File: src/rtl/stopwatch_pkg.sv
// Shared types and constants for the MM:SS.CC BCD stopwatch: FSM states,
// KEY bit positions, the active-low seven-segment glyph table and BCD step helpers.
package stopwatch_pkg;

    typedef enum logic [1:0] {
        IDLE  = 2'd0,
        RUN   = 2'd1,
        PAUSE = 2'd2,
        DONE  = 2'd3
    } state_t;

    localparam int KEY_STARTSTOP = 0;
    localparam int KEY_LAP       = 1;
    localparam int KEY_DIR       = 2;
    localparam int KEY_CLEAR     = 3;

    // Segment order gfedcba, active low; codes 10..15 are blanked.
    localparam logic [6:0] SEG7_TABLE [16] = '{
        7'b1000000, 7'b1111001, 7'b0100100, 7'b0110000,
        7'b0011001, 7'b0010010, 7'b0000010, 7'b1111000,
        7'b0000000, 7'b0010000, 7'b1111111, 7'b1111111,
        7'b1111111, 7'b1111111, 7'b1111111, 7'b1111111
    };
    localparam logic [6:0] SEG7_ZERO = 7'b1000000;

    typedef struct packed {
        logic [7:0] mins;
        logic [7:0] secs;
        logic [7:0] hund;
    } bcd_time_t;

    // One BCD digit pair stepped up or down; bit 8 is the carry/borrow out.
    function automatic logic [8:0] pair_step(input logic [7:0] v, input logic [3:0] tens_max,
                                             input logic down);
        logic [8:0] r;
        if (!down) begin
            if (v[3:0] != 4'd9) begin
                r = {1'b0, v[7:4], v[3:0] + 4'd1};
            end else if (v[7:4] != tens_max) begin
                r = {1'b0, v[7:4] + 4'd1, 4'd0};
            end else begin
                r = {1'b1, 8'h00};
            end
        end else begin
            if (v[3:0] != 4'd0) begin
                r = {1'b0, v[7:4], v[3:0] - 4'd1};
            end else if (v[7:4] != 4'd0) begin
                r = {1'b0, v[7:4] - 4'd1, 4'd9};
            end else begin
                r = {1'b1, tens_max, 4'd9};
            end
        end
        return r;
    endfunction

    function automatic bcd_time_t time_step(input bcd_time_t t, input logic down);
        logic [8:0] h;
        logic [8:0] s;
        logic [8:0] m;
        bcd_time_t  r;
        h = pair_step(t.hund, 4'd9, down);
        s = pair_step(t.secs, 4'd5, down);
        m = pair_step(t.mins, 4'd5, down);
        r.hund = h[7:0];
        r.secs = h[8] ? s[7:0] : t.secs;
        r.mins = (h[8] && s[8]) ? m[7:0] : t.mins;
        return r;
    endfunction

endpackage

File: src/rtl/bcd_to_seg7.sv
// One BCD digit to an active-low seven-segment pattern; non-decimal codes blank the digit.
module bcd_to_seg7
    import stopwatch_pkg::*;
(
    input  logic [3:0] bcd,
    output logic [6:0] seg
);

    // Table lookup, purely combinational; the parent registers the result.
    always_comb begin
        seg = SEG7_TABLE[bcd];
    end

endmodule

File: src/rtl/stopwatch_lap.sv
// Up/down MM:SS.CC BCD stopwatch driving six active-low HEX digits from debounced KEYs.
// Define STOPWATCH_LAP_EN to build the lap-freeze display (KEY[1]); otherwise KEY[1] is ignored.
module stopwatch_lap
    import stopwatch_pkg::*;
#(
    parameter int CLK_HZ     = 50_000_000,
    parameter int TICK_HZ    = 100,
    parameter int PRESET_MIN = 1,
    parameter int PRESET_SEC = 0
) (
    input  logic       CLOCK_50,
    input  logic       reset,
    input  logic [3:0] KEY,
    output logic [6:0] HEX0,
    output logic [6:0] HEX1,
    output logic [6:0] HEX2,
    output logic [6:0] HEX3,
    output logic [6:0] HEX4,
    output logic [6:0] HEX5,
    output logic       up,
    output logic       running,
    output logic       done
);

    localparam int DIV = CLK_HZ / TICK_HZ;
    localparam int PW  = (DIV > 2) ? $clog2(DIV) : 1;
    localparam logic [PW-1:0] PRESC_LAST = PW'(DIV - 1);
    localparam logic [23:0] PRESET_BITS = {4'(PRESET_MIN / 10), 4'(PRESET_MIN % 10),
                                           4'(PRESET_SEC / 10), 4'(PRESET_SEC % 10), 8'h00};

    if (DIV < 2 || (CLK_HZ % TICK_HZ) != 0) begin : g_bad_div
        $error("stopwatch_lap: CLK_HZ must be a multiple of TICK_HZ with ratio >= 2");
    end
    if (PRESET_MIN < 0 || PRESET_MIN > 59 || PRESET_SEC < 0 || PRESET_SEC > 59) begin : g_bad_preset
        $error("stopwatch_lap: PRESET_MIN/PRESET_SEC must be in 0..59");
    end

    logic [3:0]      key_meta_q;
    logic [3:0]      key_sync_q;
    logic [3:0]      key_prev_q;
    logic [3:0]      key_fall_s;
    state_t          state_q, state_d;
    bcd_time_t       count_q, count_d;
    logic            up_q, up_d;
    logic [PW-1:0]   presc_q, presc_d;
    logic            running_q;
    logic            done_q;
    logic            tick_s;
    bcd_time_t       disp_s;
    logic [5:0][6:0] seg_s;
    logic [5:0][6:0] hex_q;
`ifdef STOPWATCH_LAP_EN
    logic            lap_q, lap_d;
    bcd_time_t       snap_q, snap_d;
`endif

    assign key_fall_s = key_prev_q & ~key_sync_q;
    assign tick_s     = (state_q == RUN) && (presc_q == PRESC_LAST);

    // Next-state: one key action per cycle by priority, then the tick in RUN.
    always_comb begin
        state_d = state_q;
        count_d = count_q;
        up_d    = up_q;
        presc_d = presc_q;
`ifdef STOPWATCH_LAP_EN
        lap_d   = lap_q;
        snap_d  = snap_q;
`endif
        if (key_fall_s[KEY_CLEAR]) begin
            state_d = IDLE;
            count_d = up_q ? 24'h000000 : PRESET_BITS;
            presc_d = {PW{1'b0}};
`ifdef STOPWATCH_LAP_EN
            lap_d   = 1'b0;
`endif
        end else if (key_fall_s[KEY_STARTSTOP]) begin
            // A stop press wins over a tick landing in the same cycle.
            case (state_q)
                IDLE, PAUSE: begin
                    state_d = RUN;
                    presc_d = {PW{1'b0}};
                end
                RUN:     state_d = PAUSE;
                DONE:    state_d = DONE;
                default: state_d = IDLE;
            endcase
        end else begin
            if (key_fall_s[KEY_DIR]) begin
                if (state_q == IDLE || state_q == PAUSE) begin
                    up_d = ~up_q;
                end else begin
                    up_d = up_q;
                end
`ifdef STOPWATCH_LAP_EN
            end else if (key_fall_s[KEY_LAP] && (state_q == RUN || state_q == PAUSE)) begin
                lap_d  = ~lap_q;
                snap_d = lap_q ? snap_q : count_q;
`else
            end else if (key_fall_s[KEY_LAP]) begin
                up_d = up_q;
`endif
            end else begin
                up_d = up_q;
            end

            if (state_q == RUN) begin
                if (tick_s) begin
                    presc_d = {PW{1'b0}};
                    if (up_q) begin
                        count_d = time_step(count_q, 1'b0);
                    end else if (count_q == 24'h000000) begin
                        state_d = DONE;
                    end else begin
                        count_d = time_step(count_q, 1'b1);
                    end
                end else begin
                    presc_d = presc_q + {{(PW-1){1'b0}}, 1'b1};
                end
            end else begin
                presc_d = presc_q;
            end
        end
    end

    // Display source: frozen snapshot while the lap flag is set.
    always_comb begin
`ifdef STOPWATCH_LAP_EN
        if (lap_q) begin
            disp_s = snap_q;
        end else begin
            disp_s = count_q;
        end
`else
        disp_s = count_q;
`endif
    end

    for (genvar k = 0; k < 6; k++) begin : g_digit
        bcd_to_seg7 u_seg (
            .bcd (disp_s[4*k +: 4]),
            .seg (seg_s[k])
        );
    end

    // All state, including the KEY synchronisers and the registered outputs.
    always_ff @(posedge CLOCK_50 or posedge reset) begin
        if (reset) begin
            key_meta_q <= 4'hF;
            key_sync_q <= 4'hF;
            key_prev_q <= 4'hF;
            state_q    <= IDLE;
            count_q    <= 24'h000000;
            up_q       <= 1'b1;
            presc_q    <= {PW{1'b0}};
            running_q  <= 1'b0;
            done_q     <= 1'b0;
            hex_q      <= {6{SEG7_ZERO}};
`ifdef STOPWATCH_LAP_EN
            lap_q      <= 1'b0;
            snap_q     <= 24'h000000;
`endif
        end else begin
            key_meta_q <= KEY;
            key_sync_q <= key_meta_q;
            key_prev_q <= key_sync_q;
            state_q    <= state_d;
            count_q    <= count_d;
            up_q       <= up_d;
            presc_q    <= presc_d;
            running_q  <= (state_d == RUN);
            done_q     <= (state_d == DONE);
            hex_q      <= seg_s;
`ifdef STOPWATCH_LAP_EN
            lap_q      <= lap_d;
            snap_q     <= snap_d;
`endif
        end
    end

    assign HEX0    = hex_q[0];
    assign HEX1    = hex_q[1];
    assign HEX2    = hex_q[2];
    assign HEX3    = hex_q[3];
    assign HEX4    = hex_q[4];
    assign HEX5    = hex_q[5];
    assign up      = up_q;
    assign running = running_q;
    assign done    = done_q;

endmodule

File: config.mk
export PLATFORM = sky130hd
export DESIGN_NAME = stopwatch_lap
export DESIGN_NICKNAME = d
export VERILOG_FILES = /design/src/rtl/stopwatch_pkg.sv /design/src/rtl/bcd_to_seg7.sv /design/src/rtl/stopwatch_lap.sv
export SDC_FILE = /design/constraint.sdc
export NUM_CORES = 1
export LEC_CHECK = 0
export BUFFER_PORTS_ARGS = -buffer_cell sky130_fd_sc_hd__buf_2
export CORE_MARGIN = 4
export CORE_UTILIZATION = 47
export CTS_CLUSTER_SIZE = 25
export DETAILED_ROUTE_END_ITERATION = 8
export PLACE_DENSITY = 0.71
export SKIP_LAST_GASP = 1
export SLEW_MARGIN = 25
export SYNTH_ARGS = -nofsm -noshare
export SYNTH_HDL_FRONTEND = slang
export SYNTH_HIERARCHICAL = 1
export SYNTH_SLANG_ARGS = --single-unit
File: constraint.sdc
create_clock -name CLOCK_50 -period 6.65 [get_ports CLOCK_50]
set_input_delay 1.33 -clock CLOCK_50 [delete_from_list [all_inputs] [get_ports CLOCK_50]]
set_output_delay 1.33 -clock CLOCK_50 [all_outputs]
set_load 0.02 [all_outputs]
==> impl_results.md, run 1 <==
* Post-Layout Inst Area at 6780 sq um
* Peak supply drop at 131 uV
* IO buf count at 49
* Initial antenna violation count at 0
* PostCTS Resize Cnt at 0
* Worst EP arrival at 3.26 ns
* Tmin final at 3.00 ns
* Leakage power at 2.95 nW
* Hold Worst Slack at 0.356 ns
* GRT Residual Overflow at 0
* First-pass detailed-route iteration total at 5
* Syn Nets at 712
* Non-filler cells, final at 867
* Hold WC Path Type: flip-flop to flip-flop
* Post-CTS Setup Inserts at 0
* Routed Antenna Nets at 0
* Buffers plus inverters on the worst setup path at 1
* Seq/Total Area, Yosys at 40.2%
* Max incr delay on CP at 1.01 ns
* Setup WS pre-CTS at 3.67 ns
* Layout fillers at 1163
* Critical path cell sequence: inv_1 -> nor4_1 -> a22o_1 -> a41oi_1 -> a31oi_1
* Synth area leader: dfrtp_1
* Ports at 51
* Gate Count Post-Synth at 666
* Die Wd at 123 microns
* FFs w/ async S/R, synth at 100%
* Vias at 4955
* Clock Sinks at 99
* Vias in the first global route at 4650
* Yosys reg bits at 99
* CTS H-tree depth at 3
* Post-synth cell types at 79
* First-pass GRT wire length at 22300 microns
* Commonest non-fill, non-tap cell in the layout: dfrtp_1
* RSZ-0062 raised after global routing: false
* Rows at 41
* Critical path peak fanout at 38
* Share of the synthesized area in the top cell type at 33.4%
* Number of enable flip-flop cells after synthesis at 0
* Post-DR vias/cell at 5.72
* Dpl cells at 851
* Pwr/cell area at 366 nW/um^2
* Total power draw at 2.48 mW
* # diodes at 0
* Clock Path Buffers at 2
* GRT Total Usage at 18.1%
* Mapped Avg Cell Area at 9.34 sq um
* CORE AREA at 12800 sq um
* Area growth syn-to-layout at 9.10%
* MaxCap Viol Count at 0
* Starting DRC count in detailed routing at 384
* Max Clk Rate at 0.334 GHz
* Dpl cell area at 6480 sq um
* Mapped cell area at 6220 sq um
* CTS clk-pin slew, worst paths at 0.07 ns
* Slew @ Worst Pin at 0.927 ns
* DPL Wire Length at 8730 microns
* WS Path Type: flip-flop to flip-flop
* Nets at 736
* Worst slew margin at 37.6%
* Final Wtd Congestion at 0.845
* Final worst setup slack at 3.65 ns
* Slew Limit Fails at 0
* Final worst path period share at 45.0%
* DRT Wirelength at 12800 microns
* Setup TNS at 0 ns
* Clock Skew at 0.00521 ns
* CTS Root Cell: clkbuf_16
* DRC violations left at 0
* YS warnings at 6
* CTS Hold Bufs at 0
* Core Util, Final at 53.1%
* Die Ht at 123 microns
* Largest net degree at the start of global routing at 61
* Setup violators final at 0
* CP Data Required Time at 6.92 ns
* Skew-Pair Late Insertion Delay at 0.34 ns
* Share of cells above drive strength 1 at 16.7%
* Initial Util at 48.7%
* Ranking of synthesized cells by area: dfrtp_1 (33%), ha_1 (8.0%), dfstp_2 (6.8%)
* Startpoint class of the critical path: flip-flop
* Die ar. at 15100 sq um
* Final Hold Vio Count at 0
* Crit path max-delay family: flip-flops
* CTS tree: yes
* Slowest CP cell: dfstp_2
* WL per Instance at 14.7 microns
* Synth Flop Type: dfrtp_1
* Most frequent cells in the layout: dfrtp_1 (83), nor2_1 (61), o21ai_0 (56)
* Status: finished, final reports clean
* Total CTS buffers at 9
* Critical path endpoint category: flip-flop
worst register-to-register path, delay by kind of cell, from the launching register on:
family	cells	cell delay (ns)
simple gates	1	0.90
buf+inv	1	0.47
flops	1	1.01
compound gates	3	0.54
layer usage:
metal / wire [microns] / vias to the layer above / GRT usage, %
met5: 0 / - / 0
met4: 229 / 0 / 7.13
met3: 560 / 17 / 3.25
met2: 6300 / 106 / 29.2
met1: 5670 / 2385 / 24.1
li1: - / 2447 / -
flip-flops by register name, indices dropped and copies added, names as in the netlist, 7 cells and up:
name / flops
count_q: 24
presc_q: 19
HEX0: 7
HEX1: 7
HEX2: 7
HEX3: 7
HEX4: 7
HEX5: 7
where the power goes:
group | switching [mW] | total [mW] | internal [mW]
registers | 0.210 | 0.962 | 0.753
logic | 0.583 | 0.994 | 0.410
clock network | 0.214 | 0.526 | 0.312
total | 1.01 | 2.48 | 1.48
area by class of cell:
cell class	instances	area [sq um]	share of cell area, %
multi-input combinational	493	3370	49.7
sequential	99	2500	36.8
clock buffer	14	264	3.89
timing repair buffer	51	260	3.84
tap	172	215	3.17
inverter	36	138	2.03
clock inverter	2	35.0	0.517
cells in the mapped netlist (16+ instances only):
master	n
ha_1	40
dfstp_2	16
nor2_1	61
inv_1	36
nand3_1	19
o21ai_0	56
a31oi_1	18
dfrtp_1	83
a21oi_1	32
nand2_1	33
clkbuf_1	17
nand2b_1	29
kinds of logic after synthesis:
| logic type | Yosys count | synth area share [%] |
|---|---|---|
| compound gates | 177 | 18.9 |
| xor+xnor | 13 | 1.83 |
| fa+ha+maj | 40 | 8.05 |
| buf+inv | 74 | 5.68 |
| flops | 99 | 40.2 |
| mux | 11 | 2.05 |
| simple gates | 252 | 23.3 |
final timing paths:
kind | start | end | slack, ns | cells after the start
min in group asynchronous | reset | HEX5[0]$_DFF_PP0_ | 1.01 | 2
hold reg to reg | key_meta_q[3]$_DFF_PP1_ | key_sync_q[3]$_DFF_PP1_ | 0.36 | 0
max in group asynchronous | reset | HEX2[2]$_DFF_PP0_ | 4.51 | 3
hold / removal | key_meta_q[3]$_DFF_PP1_ | key_sync_q[3]$_DFF_PP1_ | 0.36 | 0
setup reg to reg | up$_DFFE_PP1P_ | count_q[22]$_DFFE_PP0P_ | 3.65 | 5
setup / recovery | up$_DFFE_PP1P_ | count_q[22]$_DFFE_PP0P_ | 3.65 | 5
(Power assumes the default switching activity.)
==> run 2: changes to the inputs <==
- clock period: 6.65 -> 2.9 ns (I/O delays scaled with it)
==> run 2 against run 1 <==
Effect of this change:
- worst setup slack worse by 3.3 ns
- combinational power rose to 2.6 times the previous value
- non-clock buffer count up 24
- first-iteration DRC count down 7.6%
- sequential power up 110%
- power up 140%
- count of clock-buffer cells in the layout unchanged
- routed wire length up 0.46%
- global-route usage down 0.41 points
==> impl_results.md, run 2 (same netlist as run 1, synthesis figures left out) <==
* Setup TNS at 0 ns (unchanged)
* Clock Skew at 0.00847 ns (+0.00326 ns)
* GRT Residual Overflow at 0 (unchanged)
* Slew Limit Fails at 0 (unchanged)
* Initial antenna violation count at 0 (unchanged)
* Peak supply drop at 373 uV (+180%)
* Largest register FFs at 24 (unchanged)
* Status: finished, final reports clean
* Clock Path Buffers at 2 (unchanged)
* Skew-Pair Late Insertion Delay at 0.35 ns (about the same)
* First-pass GRT wire length at 21800 microns (-2.1%)
* R2r endpoint: count_q[11]$_DFFE_PP0P_
* FF-to-FF Start: count_q[4]$_DFFE_PP0P_
* Final Hold Vio Count at 0 (unchanged)
* Final Wtd Congestion at 0.863 (+2.2%)
* Crit path max-delay family: compound AO/OA/AOI/OAI gates
* # diodes at 0 (unchanged)
* Critical path cell sequence: inv_1 -> ha_1 -> nor3b_2 -> nand2_2 -> o31a_1 -> o311a_1 -> a211o_1
* First-pass detailed-route iteration total at 5 (unchanged)
* Slew @ Worst Pin at 0.603 ns (-0.323 ns)
* Worst slew margin at 59.4% (+22 points)
* GRT met3 Usage at 4.30% (+1.1 points)
* Post-DR vias/cell at 5.68 (-0.69%)
* Largest registers: count_q: 24 flops, presc_q: 19 flops
* Final worst path period share at 89.4% (+44 points)
* CTS clk-pin slew, worst paths at 0.06 ns (about the same)
* Slowest CP cell: dfrtp_1
* Starting DRC count in detailed routing at 355 (-7.6%)
* Pwr/cell area at 846 nW/um^2 (+130%)
* Biggest register: count_q
* Total CTS buffers at 9 (unchanged)
* Met2 Use GR at 29.5% (+0.24 points)
* CTS Hold Bufs at 0 (unchanged)
* CTS tree: yes
* Ports at 51 (unchanged)
* Die Ht at 123 microns (unchanged)
* Setup WS pre-CTS at 0.341 ns (-3.33 ns)
* WS Path Type: flip-flop to flip-flop
* Critical path peak fanout at 9 (-76%)
* Max incr delay on CP at 0.48 ns (-0.53 ns)
* Sequential cell area at 2500 sq um (unchanged)
* Most frequent cells in the layout: dfrtp_1 (83), nor2_1 (61), o21ai_0 (56)
* Nets at 760 (+3.3%)
* GRT Total Usage at 17.6% (-0.41 points)
* Max Clk Rate at 0.386 GHz (+16%)
* Vias at 5057 (+2.1%)
* Layout fillers at 1102 (-5.2%)
* CTS H-tree depth at 3 (unchanged)
* Routed Antenna Nets at 0 (unchanged)
* CP Data Required Time at 3.13 ns (-3.79 ns)
* Initial Util at 48.7% (unchanged)
* Buffers plus inverters on the worst setup path at 1 (unchanged)
* DPL Wire Length at 8750 microns (+0.19%)
* Final worst setup slack at 0.309 ns (-3.35 ns)
* DRC violations left at 0 (unchanged)
* Clock Sinks at 99 (unchanged)
* IO buf count at 49 (unchanged)
* PostCTS Resize Cnt at 0 (unchanged)
* Die Wd at 123 microns (unchanged)
* Setup violators final at 0 (unchanged)
* WL per Instance at 14.4 microns (-2.2%)
* Post-CTS Setup Inserts at 0 (unchanged)
* DRT Wirelength at 12800 microns (+0.46%)
* Largest net degree at the start of global routing at 100 (+64%)
* Hold WC Path Type: primary input to async pin
* Rows at 41 (unchanged)
* Critical path endpoint category: flip-flop
* RSZ-0062 raised after global routing: false
* Multi-input logic area at 3370 sq um (-0.19%)
* Share of cells above drive strength 1 at 19.2% (+2.5 points)
* Startpoint class of the critical path: flip-flop
* Vias in the first global route at 4748 (+2.1%)
* Worst EP arrival at 2.82 ns (-0.44 ns)
* Leakage power at 3.08 nW (+4.3%)
* CTS Root Cell: clkbuf_16
* GR peak layer: met2
* Flop2flop setup slack at 0.31 ns (-3.35 ns)
* MaxCap Viol Count at 0 (unchanged)
* GRT met1 Usage at 22.4% (-1.7 points)
* Die ar. at 15100 sq um (unchanged)
* Tmin final at 2.59 ns (-0.404 ns)
* Area growth syn-to-layout at 12.4%
* Worst Reg-to-Reg Cells at 7 (+2)
* CORE AREA at 12800 sq um (unchanged)
* Commonest non-fill, non-tap cell in the layout: dfrtp_1
run 2: changes by cell type in the layout (fill, tap and decap cells not counted), sizes merged:
cell      delta
clkinv       -1
clkinvlp     +1
inv          -1
buf         +24
bufinv       +1
run 2: metal layers:
metal / share of wire (%) / up-vias
met3: 5.2 / 14
met2: 48 / 136
li1: - / 2502
met4: 1.4 / 0
met1: 45 / 2405
met5: 0 / -
run 2: worst register-to-register path: stages, from the launching register on:
cell,delay [ns]
dfrtp_1,0.48
inv_1,0.15
ha_1,0.26
nor3b_2,0.44
nand2_2,0.14
o31a_1,0.37
o311a_1,0.36
a211o_1,0.26
run 2: power breakdown:
group	internal, mW	switching [mW]
clock	0.782	0.505
combinational	1.05	1.56
sequential	1.73	0.283
total	3.56	2.35
run 2: worst max-delay path by stage:
| stage | from | end | slack (ns) | cells after the start |
|---|---|---|---|---|
| after detailed placement | count_q[4]$_DFFE_PP0P_ | count_q[11]$_DFFE_PP0P_ | 0.34 | 7 |
| after global routing | count_q[13]$_DFFE_PP0P_ | count_q[18]$_DFFE_PP0P_ | 0.08 | 7 |
| final | count_q[4]$_DFFE_PP0P_ | count_q[11]$_DFFE_PP0P_ | 0.31 | 7 |
| after CTS | count_q[13]$_DFFE_PP0P_ | count_q[18]$_DFFE_PP0P_ | 0.32 | 7 |
| after global placement | count_q[13]$_DFFE_PP0P_ | count_q[23]$_DFFE_PP0P_ | 0.39 | 7 |
| after floorplan | count_q[21]$_DFFE_PP0P_ | count_q[23]$_DFFE_PP0P_ | 0.55 | 7 |
run 2: cell type report:
type	count	area share (%)
Tap cell	172	3.08
Clock buffer	14	3.64
Timing Repair Buffer	75	6.48
Inverter	36	1.99
Sequential cell	99	35.8
Multi-Input combinational cell	493	48.2
Clock inverter	2	0.860
run 2: stage by stage:
step | instance area (sq um) | utilization, % | std cells | hold slack [ns] | total power [mW]
6_report | 6990 | 54.7 | 891 | 0.300 | 5.91
5_1_grt | 6990 | 54.7 | 891 | 0.308 | 6.36
4_1_cts | 6990 | 54.7 | 891 | 0.311 | 5.96
3_5_place_dp | 6670 | 52.2 | 875 | 0.347 | 4.64
3_3_place_gp | 6670 | 52.2 | 875 | 0.347 | 4.54
2_1_floorplan | 6220 | - | 666 | 0.345 | 3.98
==> run 3: changes to the inputs <==
- CORE_MARGIN: 4 -> default
- PLACE_DENSITY: 0.71 -> 0.74
==> run 3 against run 2 <==
Effect of this change:
- sequential share of layout area rose by 0.23 points
- maximum frequency fell by 0.44%
- via count rose by 0.14%
- utilization fell by 0.35 points
- critical path depth did not move
- worst hold slack improved by 0.0067 ns
- design area fell by 0.64%
- critical path type unchanged
- largest cell class unchanged
==> impl_results.md, run 3 (same netlist as run 1, synthesis figures left out) <==
* Final Wtd Congestion at 0.876 (+1.4%)
* Total CTS buffers at 9 (unchanged)
* Final Hold Vio Count at 0 (unchanged)
* Clock Sinks at 99 (unchanged)
* Gate power share at 44.8% (+0.6 points)
* Vias at 5064 (+0.14%)
* RSZ-0062 raised after global routing: false
* Max Clk Rate at 0.384 GHz (-0.44%)
* Die Wd at 117 microns (-4.9%)
* Setup TNS at 0 ns (unchanged)
* Ports at 51 (unchanged)
* Worst slew margin at 35.6% (-24 points)
* Pwr/cell area at 833 nW/um^2 (-1.6%)
* Pint at 3.42 mW (-3.9%)
* Peak supply drop at 356 uV (-4.6%)
* DRC violations left at 0 (unchanged)
* CORE AREA at 12800 sq um (unchanged)
* First-pass detailed-route iteration total at 5 (unchanged)
* WS Path Type: flip-flop to flip-flop
* PostCTS Resize Cnt at 0 (unchanged)
* Hold WC Path Type: primary input to async pin
* Startpoint class of the critical path: flip-flop
* CTS tree: yes
* IO buf count at 49 (unchanged)
* Nets at 755 (-0.66%)
* Setup violators final at 0 (unchanged)
* WL per Instance at 14.4 microns (+0.18%)
* Biggest register: count_q
* Status: finished, final reports clean
* MaxCap Viol Count at 0 (unchanged)
* Post-DR vias/cell at 5.72 (+0.70%)
* Die Ht at 117 microns (-4.9%)
* CTS Hold Bufs at 0 (unchanged)
* Post-CTS Setup Inserts at 0 (unchanged)
* Most frequent cells in the layout: dfrtp_1 (83), nor2_1 (61), o21ai_0 (56)
* Slew @ Worst Pin at 0.961 ns (+0.358 ns)
* Clock Skew at 0.00661 ns (-0.00186 ns)
* CTS clk-pin slew, worst paths at 0.07 ns (about the same)
* CTS Root Cell: clkbuf_16
* CTS H-tree depth at 3 (unchanged)
* Routed Antenna Nets at 0 (unchanged)
* DRT Wirelength at 12800 microns (-0.38%)
* First-pass GRT wire length at 22300 microns (+2.3%)
* Psw at 2.36 mW (+0.28%)
* Rows at 41 (unchanged)
* Tmin final at 2.60 ns (+0.0116 ns)
* Area growth syn-to-layout at 11.6%
* Worst EP arrival at 2.87 ns (+0.05 ns)
* GRT Residual Overflow at 0 (unchanged)
* Critical path endpoint category: flip-flop
* Final worst path period share at 89.8% (+0.40 points)
* Total power draw at 5.78 mW (-2.2%)
* Clock Path Buffers at 2 (unchanged)
* GRT Total Usage at 20.5% (+2.9 points)
* Slew Limit Fails at 0 (unchanged)
* Clock power frac at 20.6% (-1.2 points)
* DPL Wire Length at 8960 microns (+2.4%)
* Largest register FFs at 24 (unchanged)
* Commonest non-fill, non-tap cell in the layout: dfrtp_1
* Die ar. at 13700 sq um (-9.5%)
* Leakage power at 3.05 nW (-1.1%)
* Largest net degree at the start of global routing at 53 (-47%)
* Vias in the first global route at 4876 (+2.7%)
* CP Data Required Time at 3.17 ns (+0.04 ns)
* Seq pwr share at 34.7% (+0.7 points)
* Skew-Pair Late Insertion Delay at 0.35 ns (about the same)
* Net Sw Frac at 40.8% (+1.0 points)
* Critical path peak fanout at 9 (unchanged)
* Largest registers: count_q: 24 flops, presc_q: 19 flops
* Share of cells above drive strength 1 at 19.3% (+0.13 points)
* # diodes at 0 (unchanged)
* Initial Util at 48.7% (unchanged)
* Starting DRC count in detailed routing at 463 (+30%)
* Initial antenna violation count at 0 (unchanged)
==> run 3: cell types whose count changed in the layout (fill, tap and decap cells not counted), sizes merged <==
cell and delta:
clkinvlp +2, clkbuf -1, buf -5, clkinv +1, bufinv -2
==> run 3: worst max-delay path, stage by stage (launching register included) <==
cell and delay, ns:
dfrtp_1 0.48, inv_1 0.15, ha_1 0.25, nor3b_2 0.45, nand2_2 0.14, o31ai_2 0.50, a41o_1 0.35, mux2i_1 0.20
==> run 3: cell type report <==
cell class	instances	area [sq um]
Fill cell	1142	5830
Multi-Input combinational cell	493	3370
Sequential cell	99	2500
Timing Repair Buffer	70	415
Clock buffer	13	280
Tap cell	172	215
Inverter	36	139
Clock inverter	3	20.0
==> run 3: metal layers <==
metal / vias to the layer above / routed length [microns] / global-route usage, %
li1: 2476 / - / -
met1: 2443 / 5760 / 25.7
met2: 121 / 6290 / 35.5
met3: 24 / 510 / 3.14
met4: 0 / 209 / 8.35
met5: - / 0 / 0
==> run 3: worst paths after layout <==
check	from	endpoint	slack [ns]	cells past startpoint
hold reg to reg	key_meta_q[3]$_DFF_PP1_	key_sync_q[3]$_DFF_PP1_	0.36	0
setup reg to reg	count_q[4]$_DFFE_PP0P_	count_q[13]$_DFFE_PP0P_	0.30	7
hold / removal	reset	count_q[16]$_DFFE_PP0P_	0.31	2
max in group asynchronous	reset	HEX4[6]$_DFF_PP1_	1.87	3
min in group CLOCK_50	KEY[2]	key_meta_q[2]$_DFF_PP1_	0.32	1
setup / recovery	count_q[4]$_DFFE_PP0P_	count_q[13]$_DFFE_PP0P_	0.30	7
==> run 3: power groups by stage <==
stage / logic, mW / registers, mW / clock network, mW
6_report: 2.59 / 2.00 / 1.19
5_1_grt: 2.90 / 2.08 / 1.28
4_1_cts: 2.59 / 2.01 / 1.22
3_5_place_dp: 2.57 / 2.03 / 0
3_3_place_gp: 2.48 / 2.01 / 0
2_1_floorplan: 1.76 / 2.22 / 0
==> run 3: per-stage QoR <==
step / hold WS [ns] / setup WS [ns] / area, sq um / util, % / instances
global route: 0.321 / 0.104 / 6940 / 54.3 / 886
CTS: 0.310 / 0.323 / 6930 / 54.3 / 886
floorplan: 0.345 / 0.548 / 6220 / - / 666
detailed placement: 0.348 / 0.357 / 6630 / 51.9 / 870
global placement: 0.348 / 0.382 / 6630 / 51.9 / 870
finish: 0.307 / 0.297 / 6940 / 54.3 / 886
